--- config.mk ---
export PLATFORM = sky130hd
export DESIGN_NAME = forwarding_unit
export DESIGN_NICKNAME = d
export VERILOG_FILES = /design/src/rtl/forwarding_unit.sv
export SDC_FILE = /design/constraint.sdc
export NUM_CORES = 1
export LEC_CHECK = 0
export BUFFER_PORTS_ARGS = -buffer_cell sky130_fd_sc_hd__buf_2
export CELL_PAD_IN_SITES_DETAIL_PLACEMENT = 1
export CELL_PAD_IN_SITES_GLOBAL_PLACEMENT = 2
export CORE_UTILIZATION = 17
export CTS_CLUSTER_SIZE = 20
export DETAILED_ROUTE_END_ITERATION = 16
export HOLD_SLACK_MARGIN = 0.1
export PLACE_DENSITY_LB_ADDON = 0.1
export SYNTH_ARGS = -nofsm -noshare
export SYNTH_HDL_FRONTEND = slang
export SYNTH_SLANG_ARGS = --single-unit
--- constraint.sdc ---
create_clock -name clk -period 1.15 [get_ports clk]
set_input_delay 0.1725 -clock clk [delete_from_list [all_inputs] [get_ports clk]]
set_output_delay 0.1725 -clock clk [all_outputs]
set_load 0.03 [all_outputs]
--- src/rtl/forwarding_unit.sv ---
// Operand forwarding control for the 5-stage pipeline: picks the ALU operand
// sources (register file, EX/MEM or MEM/WB) and registers the selects.

module forwarding_sel #(
  parameter int ADDR_W = 5
) (
  input  logic [ADDR_W-1:0] ars,
  input  logic [ADDR_W-1:0] ard_ex_mem,
  input  logic [ADDR_W-1:0] ard_mem_wb,
  input  logic              regwrite_ex_mem,
  input  logic              regwrite_mem_wb,
  output logic [1:0]        sel
);
  logic ex_hit, mem_hit;

  // x0 is hard-wired zero, so a write to it never produces forwardable data.
  assign ex_hit  = regwrite_ex_mem && (ard_ex_mem != '0) && (ard_ex_mem == ars);
  assign mem_hit = regwrite_mem_wb && (ard_mem_wb != '0) && (ard_mem_wb == ars);

  always_comb begin
    sel = 2'b00;
    if (ex_hit)       sel = 2'b10;
    else if (mem_hit) sel = 2'b01;
  end
endmodule

module forwarding_unit #(
  parameter int ADDR_W = 5
) (
  input  logic              clk,
  input  logic              rst_n,
  input  logic [ADDR_W-1:0] ard_ex_mem,
  input  logic [ADDR_W-1:0] ard_mem_wb,
  input  logic [ADDR_W-1:0] ars1,
  input  logic [ADDR_W-1:0] ars2,
  input  logic              regwrite_ex_mem,
  input  logic              regwrite_mem_wb,
  output logic [1:0]        forward_a,
  output logic [1:0]        forward_b
);
  localparam int NUM_OPS = 2;

  logic [NUM_OPS-1:0][ADDR_W-1:0] ars_vec;
  logic [NUM_OPS-1:0][1:0]        sel_nxt;

  assign ars_vec = {ars2, ars1};

  genvar g;
  generate
    for (g = 0; g < NUM_OPS; g++) begin : g_op
      forwarding_sel #(.ADDR_W(ADDR_W)) u_sel (
        .ars             (ars_vec[g]),
        .ard_ex_mem      (ard_ex_mem),
        .ard_mem_wb      (ard_mem_wb),
        .regwrite_ex_mem (regwrite_ex_mem),
        .regwrite_mem_wb (regwrite_mem_wb),
        .sel             (sel_nxt[g])
      );
    end
  endgenerate

  always_ff @(posedge clk) begin
    if (!rst_n) begin
      forward_a <= 2'b00;
      forward_b <= 2'b00;
    end else begin
      forward_a <= sel_nxt[0];
      forward_b <= sel_nxt[1];
    end
  end
endmodule

==> out/results.tsv, run 1 <==
metric	value	unit
outcome	finished, final reports clean	
# fillers	259	
final wirelength	1.16	mm
Area Overhead vs Synth	84.1	%
Setup Fix Bufs, Post-CTS	0	
input/output buffers	27	
Area contributors post-synth	xnor2_1 (24%), xor2_1 (24%), dfxtp_1 (22%)	
initial antenna violation count	0	
Worst EP required	1.27	ns
top cell type by total area after synthesis	xnor2_1	
DRT antenna net count	0	
M1 WL	435	um
post-layout util	33.6	%
post-synthesis simple-gate area fraction	27.3	%
Avg WL per Cell	10.6	um
pin count of the biggest net entering global routing	4	
crit path DAT	1.23	ns
Synth Register Bits	4	
Max IR drop VDD	212	uV
Ys Warns	0	
post-synthesis mux area share	0	%
Max Clk Rate	901	MHz
global-route usage over all layers	12.0	%
drt via density	3.95	
crit end category	flop	
crit share post-route	96.5	%
Worst-Margin Slew	0.393	ns
Post-Synth XOR/XNOR Area	48.4	%
clk sinks	4	
Final HPWL DP	1.13	mm
compound-gate portion of the synthesized area	2.08	%
TritonCTS clock tree	built	
Slew Viols, Final	0	
register clock-pin slew on the reported worst setup and hold paths	0.03	ns
Num CTS Buffers	3	
WS Path Type	input port to flop	
pre-CTS setup slack	-0.262	ns
pwr dens	732	mW/mm2
num ports	28	
post-route setup slack	0.0399	ns
mapped cell area	362	um2
DR DRC count	0	
Startpoint Class	input port	
Cells after Synth	40	
CP Launch Point	ard_ex_mem[0]	
main combinational cell family by area after synthesis	XOR/XNOR gates	
Fin. Hold Viols	0	
die area	0.00232	mm2
crit-path max FO	2	
die height	48.1	um
Synth Area in Adders	0	%
Overflow after GRT	0	
slew margin rel.	73.5	%
die width	48.1	um
worst hold path cell count	2	
worst hold slack	0.187	ns
GPL Wtd Cong	0.600	
top cell type's share of synthesized area	24.2	%
Synth cell types	12	
proportion of layout cells with a drive suffix above 1	57.8	%
Max Used Layer	met3	
Hold-fix buffers, CTS	0	
met2 routed WL	667	um
Initial Util	18.2	%
core area	0.00198	mm2
WL met3	60	um
register area share after synthesis	22.1	%
synthesized net count	64	
Final setup violation count	0	
minimum clock period	1.11	ns
CTS root buffer	clkbuf_4	
Max Cap Violations	0	
Leak	0.000307	uW
number of H-tree levels	1	
vias post-DR	435	
min-delay worst type	input port to flop	
iteration-0 DRC count of the detailed router	0	
nets	109	
Mean Syn Cell Area	9.04	um2
first-pass GRT wire length	1.85	mm
ANT cells	0	
length of the first detailed-routing pass in iterations	1	
Rows	16	
Max Buffers Root-to-Sink	2	
critical path capture point	forward_b[1]	
vias in the first global route	469	
-- cell usage after synthesis, drive strengths merged --
master,number
xnor2,10
xor2,10
dfxtp,4
nor3,4
and2,2
nand3,2
nand4,2
nor4,2
or4,2
nor2,1
o211ai,1
-- timing repair --
item,in CTS,in global routing
setup endpoints to repair,1,4
resized for setup,2,1
pin swaps,2,3
-- placed cells by master (no fill, tap or decap), types with 3 or more instances in the layout --
master     n
buf_2     27
buf_4     13
xor2_1    10
xnor2_1   10
dfxtp_1    4
clkbuf_4   3
-- report_power, final --
| group | internal (uW) | leakage, uW | switching (uW) | total, uW |
|---|---|---|---|---|
| registers | 141 | 0.0000322 | 0.267 | 141 |
| logic | 100 | 0.000261 | 79.5 | 180 |
| clock network | 116 | 0.0000138 | 50.4 | 167 |
| total | 357 | 0.000307 | 130 | 487 |
-- layer usage --
layer,vias to the layer above,track usage (%)
li1,226,-
met5,-,0
met3,0,0
met2,18,23.0
met1,191,12.7
met4,0,8.33
-- stage by stage --
step                instances  total power (uW)  instance area (um2)  setup TNS, ns
floorplan                  40               211                  362              0
global placement          108               322                  636         -0.863
detailed placement        108               324                  636         -0.917
CTS                       111               503                  667              0
global route              110               528                  666      -0.000506
finish                    110               487                  666              0
-- how the worst min path moves through the flow --
stage                from      endpoint  slack (ns)
finish              rst_n  forward_b[1]        0.19
global route        rst_n  forward_a[1]        0.20
CTS                 rst_n  forward_b[1]        0.18
detailed placement  rst_n  forward_b[1]        0.42
global placement    rst_n  forward_a[1]        0.42
floorplan           rst_n  forward_a[1]        0.29
-- layout make-up --
type | count | area (um2) | area share [%]
multi-input combinational | 36 | 297 | 44.5
tap | 27 | 33.8 | 5.08
sequential | 4 | 80.1 | 12.0
timing repair buffer | 40 | 233 | 35.0
clock buffer | 3 | 22.5 | 3.38
-- critical path, cell delays in order --
cell	delay (ns)
buf_2	0.11
or4_4	0.55
nor2_4	0.11
buf_4	0.11
nor4_1	0.05
and2_1	0.13
-- flip-flops by register name (all words and copies together), names as in the netlist --
register,cells
forward_b,2
forward_a,2
-- cell families after synthesis --
kind of cell	after synthesis
flip-flops	4
AND/OR/NAND/NOR	15
AO/OA/AOI/OAI	1
XOR/XNOR	20
No activity file was read; power rests on OpenSTA's default activity.
==> run 2: changes to the inputs <==
Settings changed: CTS_CLUSTER_DIAMETER set to 100, PLACE_DENSITY set to 0.72, PLACE_DENSITY_LB_ADDON 0.1 to not set.
==> run 2 against run 1 <==
  * Wire length down 5.8%
  * Utilization shrank 2.7 points
  * Die area is the same
  * Flip-flop and latch count unchanged
  * Critical path depth down 2
  * Combinational power fell by 8%
  * Design area is 7.9% lower
  * Largest cell class unchanged
  * Largest power group is now the clock network
==> out/results.tsv, run 2 (same netlist as run 1, synthesis figures left out) <==
metric	value	unit	change
P_int	347	uW	-2.8%
Num CTS Buffers	3		unchanged
worst hold slack	0.177	ns	-0.00966 ns
pwr dens	790	mW/mm2	+7.8%
CP Launch Point	ard_mem_wb[0]		
Max Buffers Root-to-Sink	2		unchanged
crit share post-route	93.7	%	-2.8 points
cells resized by post-CTS repair	0		-2
Setup Fix Bufs, Post-CTS	0		unchanged
Non-Filler Instances	105		-4.5%
Leak	0.000280	uW	-8.7%
Rows	16		unchanged
Final setup violation count	0		unchanged
die height	48.1	um	unchanged
initial antenna violation count	0		unchanged
Startpoint Class	input port		
crit-path max FO	2		unchanged
GPL Wtd Cong	0.750		+25%
first-pass GRT wire length	1.75	mm	-5.2%
CTS root buffer	clkbuf_4		
post-route setup slack	0.0721	ns	+0.0322 ns
Final HPWL DP	996	um	-12%
pin count of the biggest net entering global routing	4		unchanged
TritonCTS clock tree	built		
min-delay worst type	input port to flop		
Overflow after GRT	0		unchanged
die width	48.1	um	unchanged
Top Registers	forward_a (2), forward_b (2)		
drt via density	3.99		+0.91%
Clk pwr share	36.6	%	+2.4 points
RSZ-0062 raised after global routing	no		
Max Clk Rate	928	MHz	+3.0%
DRT antenna net count	0		unchanged
crit path DAT	1.19	ns	-0.04 ns
iteration-0 DRC count of the detailed router	0		unchanged
Max IR drop VDD	275	uV	+30%
core area	0.00198	mm2	unchanged
register clock-pin slew on the reported worst setup and hold paths	0.04	ns	about the same
Avg WL per Cell	10.4	um	-1.4%
Fin. Hold Viols	0		unchanged
clk sinks	4		unchanged
number of H-tree levels	1		unchanged
Slew Viols, Final	0		unchanged
placed cells	102		-5.6%
vias in the first global route	429		-8.5%
crit end category	flop		
global-route usage over all layers	11.3	%	-0.68 points
Worst EP required	1.26	ns	about the same
Hold-fix buffers, CTS	0		unchanged
commonest non-fill, non-tap cells in the layout	buf_2 (27), xor2_1 (10), xnor2_1 (10)		
length of the first detailed-routing pass in iterations	1		unchanged
minimum clock period	1.08	ns	-0.0322 ns
outcome	finished, final reports clean		
slew margin rel.	69.6	%	-4.0 points
num ports	28		unchanged
Initial Util	18.2	%	unchanged
NetSw	137	uW	+5.2%
switch share	28.3	%	+1.6 points
ANT cells	0		unchanged
Area Overhead vs Synth	69.6	%	
most common cell after layout, fill and taps aside	buf_2		
Flop pwr share	29.1	%	about the same
Worst-Margin Slew	0.452	ns	+0.0589 ns
critical path capture point	forward_a[0]		
Max Cap Violations	0		unchanged
post-layout util	30.9	%	-2.7 points
die area	0.00232	mm2	unchanged
Logic pwr share	34.3	%	-2.5 points
final wirelength	1.10	mm	-5.8%
proportion of layout cells with a drive suffix above 1	52.6	%	-5.3 points
vias post-DR	419		-3.7%
input/output buffers	27		unchanged
WS Path Type	input port to flop		
pre-CTS setup slack	-0.182	ns	+0.0803 ns
DR DRC count	0		unchanged
nets	104		-4.6%
## run 2: changes by cell type in the layout (fill, tap and decap cells not counted)
| cell | before | now |
|---|---|---|
| nor4_2 | 1 | 0 |
| buf_4 | 13 | 8 |
| or4_1 | 1 | 2 |
| or4_4 | 1 | 0 |
| nor2_2 | 0 | 1 |
| nor4_1 | 1 | 2 |
| nor2_4 | 1 | 0 |
## run 2: power by group through the flow
| stage | Clock, uW | Combinational (uW) | Sequential, uW |
|---|---|---|---|
| floorplan | 0 | 64.9 | 146 |
| global placement | 0 | 166 | 143 |
| detailed placement | 0 | 168 | 143 |
| CTS | 190 | 169 | 141 |
| global route | 201 | 184 | 141 |
| finish | 177 | 166 | 141 |
## run 2: layer usage
metal | track usage (%) | up-vias | part of all wire, %
met2 | 19.5 | 18 | 49
met5 | 0 | - | 0
met3 | 1.48 | 2 | 6.8
li1 | - | 216 | -
met1 | 13.4 | 183 | 42
met4 | 6.67 | 0 | 1.9
## run 2: area by class of cell
type,instances,area (um2)
fill,255,1370
multi-input combinational,36,282
timing repair buffer,35,195
clock buffer,3,22.5
sequential,4,80.1
tap,27,33.8
## run 2: critical path, stage by stage
cell and delay, ns:
buf_2 0.10, or4_1 0.54, o211ai_1 0.30, nor3_2 0.08
## run 2: through the flow
stage          TNS (ns)  cell area (um2)  power (uW)
6_report              0              613         484
3_3_place_gp     -0.609              591         309
4_1_cts               0              613         500
5_1_grt               0              613         526
2_1_floorplan         0              362         211
3_5_place_dp     -0.668              591         311
## run 2: how the worst min path moves through the flow
stage / from / cells after the start / to / slack (ns)
after floorplan: rst_n / 1 / forward_a[1] / 0.29
after global placement: rst_n / 2 / forward_b[1] / 0.42
after detailed placement: rst_n / 2 / forward_a[1] / 0.41
after CTS: rst_n / 2 / forward_b[1] / 0.17
after global routing: rst_n / 2 / forward_a[1] / 0.18
final: rst_n / 2 / forward_a[1] / 0.18
==> run 3: changes to the inputs <==
Settings changed: ABC_AREA set to 1, CORE_UTILIZATION 17 to 16, PLACE_DENSITY 0.72 to 0.73.
==> run 3 against run 2 <==
  * The run now ends with design-rule violations left
  * Cell count is 52% higher
  * Combinational power is 5% higher
  * Via count is 57% higher
  * Count of clock-buffer cells in the layout unchanged
  * Synthesized cell count grew 150%
  * Power rose by 0.35%
==> out/results.tsv, run 3 <==
metric	value	unit	change
Cells after Synth	99		+150%
min-delay worst type	input port to flop		
Final HPWL DP	1.41	mm	+42%
input/output buffers	27		unchanged
top cell type by total area after synthesis	nand2_1		
ANT cells	0		unchanged
pin count of the biggest net entering global routing	6		+2
Setup Fix Bufs, Post-CTS	0		unchanged
GPL Wtd Cong	0.708		-5.5%
crit-path max FO	1		-1
Reg area	80.1	um2	unchanged
P_int	330	uW	-4.9%
most used flip-flop cell after synthesis	dfxtp_1		
EDFF count, synth	0		unchanged
RSZ-0062 raised after global routing	no		
top cell type's share of synthesized area	33.5	%	+9.3 points
global-route usage over all layers	10.4	%	-0.96 points
Max IR drop VDD	144	uV	-48%
Hold-fix buffers, CTS	0		unchanged
Max Cap Violations	0		unchanged
minimum clock period	0.883	ns	-0.195 ns
Mean Syn Cell Area	4.87	um2	-46%
Leak	0.000431	uW	+54%
outcome	finished with violations		
Multi-input gate area	330	um2	+17%
Ys Warns	0		unchanged
mapped cell area	482	um2	+33%
Avg WL per Cell	9.62	um	-7.8%
CTS root buffer	clkbuf_4		
Worst-Margin Slew	0.202	ns	-0.250 ns
iteration-0 DRC count of the detailed router	19		+19
Area Overhead vs Synth	40.8	%	
Max Buffers Root-to-Sink	2		unchanged
Worst EP required	0.98	ns	-0.28 ns
nets	155		+49%
crit share post-route	76.8	%	-17 points
die height	56.9	um	+18%
Slew Viols, Final	0		unchanged
worst hold path startpoint	regwrite_ex_mem		
core area	0.00281	mm2	+42%
TritonCTS clock tree	built		
Fin. Hold Viols	0		unchanged
Logic pwr share	36.1	%	+1.8 points
commonest non-fill, non-tap cells in the layout	nand2_1 (43), buf_2 (27), inv_1 (18)		
switch share	32.0	%	+3.7 points
Synth cell types	13		+1
length of the first detailed-routing pass in iterations	10		+9
crit path DAT	0.71	ns	-0.48 ns
post-route cell area	678	um2	+11%
number of H-tree levels	1		unchanged
NetSw	156	uW	+14%
synth cell count leaders	nand2_1 (43), inv_1 (18), nor2_1 (16)		
num ports	28		unchanged
# fillers	387		+52%
Setup TNS	0	ns	unchanged
slew margin rel.	86.5	%	+17 points
cells resized by post-CTS repair	0		unchanged
crit path buf inv count	1		unchanged
Final setup violation count	0		unchanged
crit-path cells	buf_2		
crit end category	output port		
failing checks	design-rule violations		
Flop pwr share	29.1	%	about the same
most common cell after layout, fill and taps aside	nand2_1		
Overflow after GRT	0		unchanged
pwr dens	716	mW/mm2	-9.3%
critical path's largest stage delay	0.30	ns	-0.24 ns
vias in the first global route	664		+55%
vias post-DR	656		+57%
slowest CP cell	dfxtp_1		
worst hold path cell count	3		+1
register clock-pin slew on the reported worst setup and hold paths	0.04	ns	about the same
Worst path top cell family by delay	flip-flops		
fraction of registers with async set or reset after synthesis	0	%	unchanged
Area contributors post-synth	nand2_1 (34%), dfxtp_1 (17%), inv_1 (14%)		
final wirelength	1.54	mm	+41%
Min-Delay Endpoint	forward_b[1]		
drt via density	4.10		+2.7%
first-pass GRT wire length	2.63	mm	+50%
clk sinks	4		unchanged
WS Path Type	flop to output port		
initial antenna violation count	0		unchanged
Max Clk Rate	1130	MHz	+22%
Clk pwr share	34.8	%	-1.8 points
Initial Util	17.2	%	-1.1 points
die width	56.9	um	+18%
Top Registers	forward_a (2), forward_b (2)		
count leader, synth	nand2_1		
register area share after synthesis	16.6	%	-5.5 points
Placed Area	656	um2	+11%
Startpoint Class	flop		
DRT antenna net count	0		unchanged
Num CTS Buffers	3		unchanged
die area	0.00323	mm2	+40%
post-layout util	24.2	%	-6.8 points
synthesized net count	123		+92%
proportion of layout cells with a drive suffix above 1	25.6	%	-27 points
Synth Register Bits	4		unchanged
Rows	19		+3
DR DRC count	4		+4
-- run 3: cells by family after synthesis --
| family | count (synthesis) | synth area share, % |
|---|---|---|
| compound gates | 4 | 5.46 |
| xor+xnor | 3 | 5.46 |
| buf+inv | 19 | 14.8 |
| flops | 4 | 16.6 |
| simple gates | 69 | 57.7 |
-- run 3: worst max-delay path by stage --
| stage | endpoint | cells after the start | startpoint |
|---|---|---|---|
| finish | forward_a[1] | 1 | forward_a[1] |
| floorplan | forward_b[0] | 7 | ard_ex_mem[3] |
| detailed placement | forward_b[0] | 8 | ard_ex_mem[2] |
| global placement | forward_a[0] | 8 | ard_ex_mem[3] |
| global route | forward_b[0] | 1 | forward_b[0] |
| CTS | forward_a[0] | 1 | forward_a[0] |
-- run 3: cell type report --
type	instances	share of cell area [%]
timing repair buffer	27	19.9
multi-input combinational	76	48.7
clock buffer	3	3.32
tap	31	5.72
sequential	4	11.8
inverter	19	10.5
-- run 3: per-layer routing --
layer | wire (um) | vias to the layer above | track usage (%)
met2 | 810 | 10 | 19.9
met1 | 693 | 290 | 11.7
met5 | 0 | - | 0
met3 | 34 | 0 | 0.691
li1 | - | 356 | -
met4 | 0 | 0 | 4.18
-- run 3: stage by stage --
step	setup slack, ns	hold slack, ns	total power [uW]	std cells
2_1_floorplan	0.441	0.339	239	99
3_3_place_gp	0.191	0.469	320	157
3_5_place_dp	0.170	0.476	323	157
4_1_cts	0.254	0.229	502	160
5_1_grt	0.230	0.254	530	160
6_report	0.267	0.239	486	160
-- run 3: power groups by stage --
stage,Combinational (uW),Clock (uW),Sequential (uW)
detailed placement,179,0,144
finish,175,169,141
global route,203,186,141
global placement,177,0,144
CTS,180,181,141
floorplan,91.5,0,147
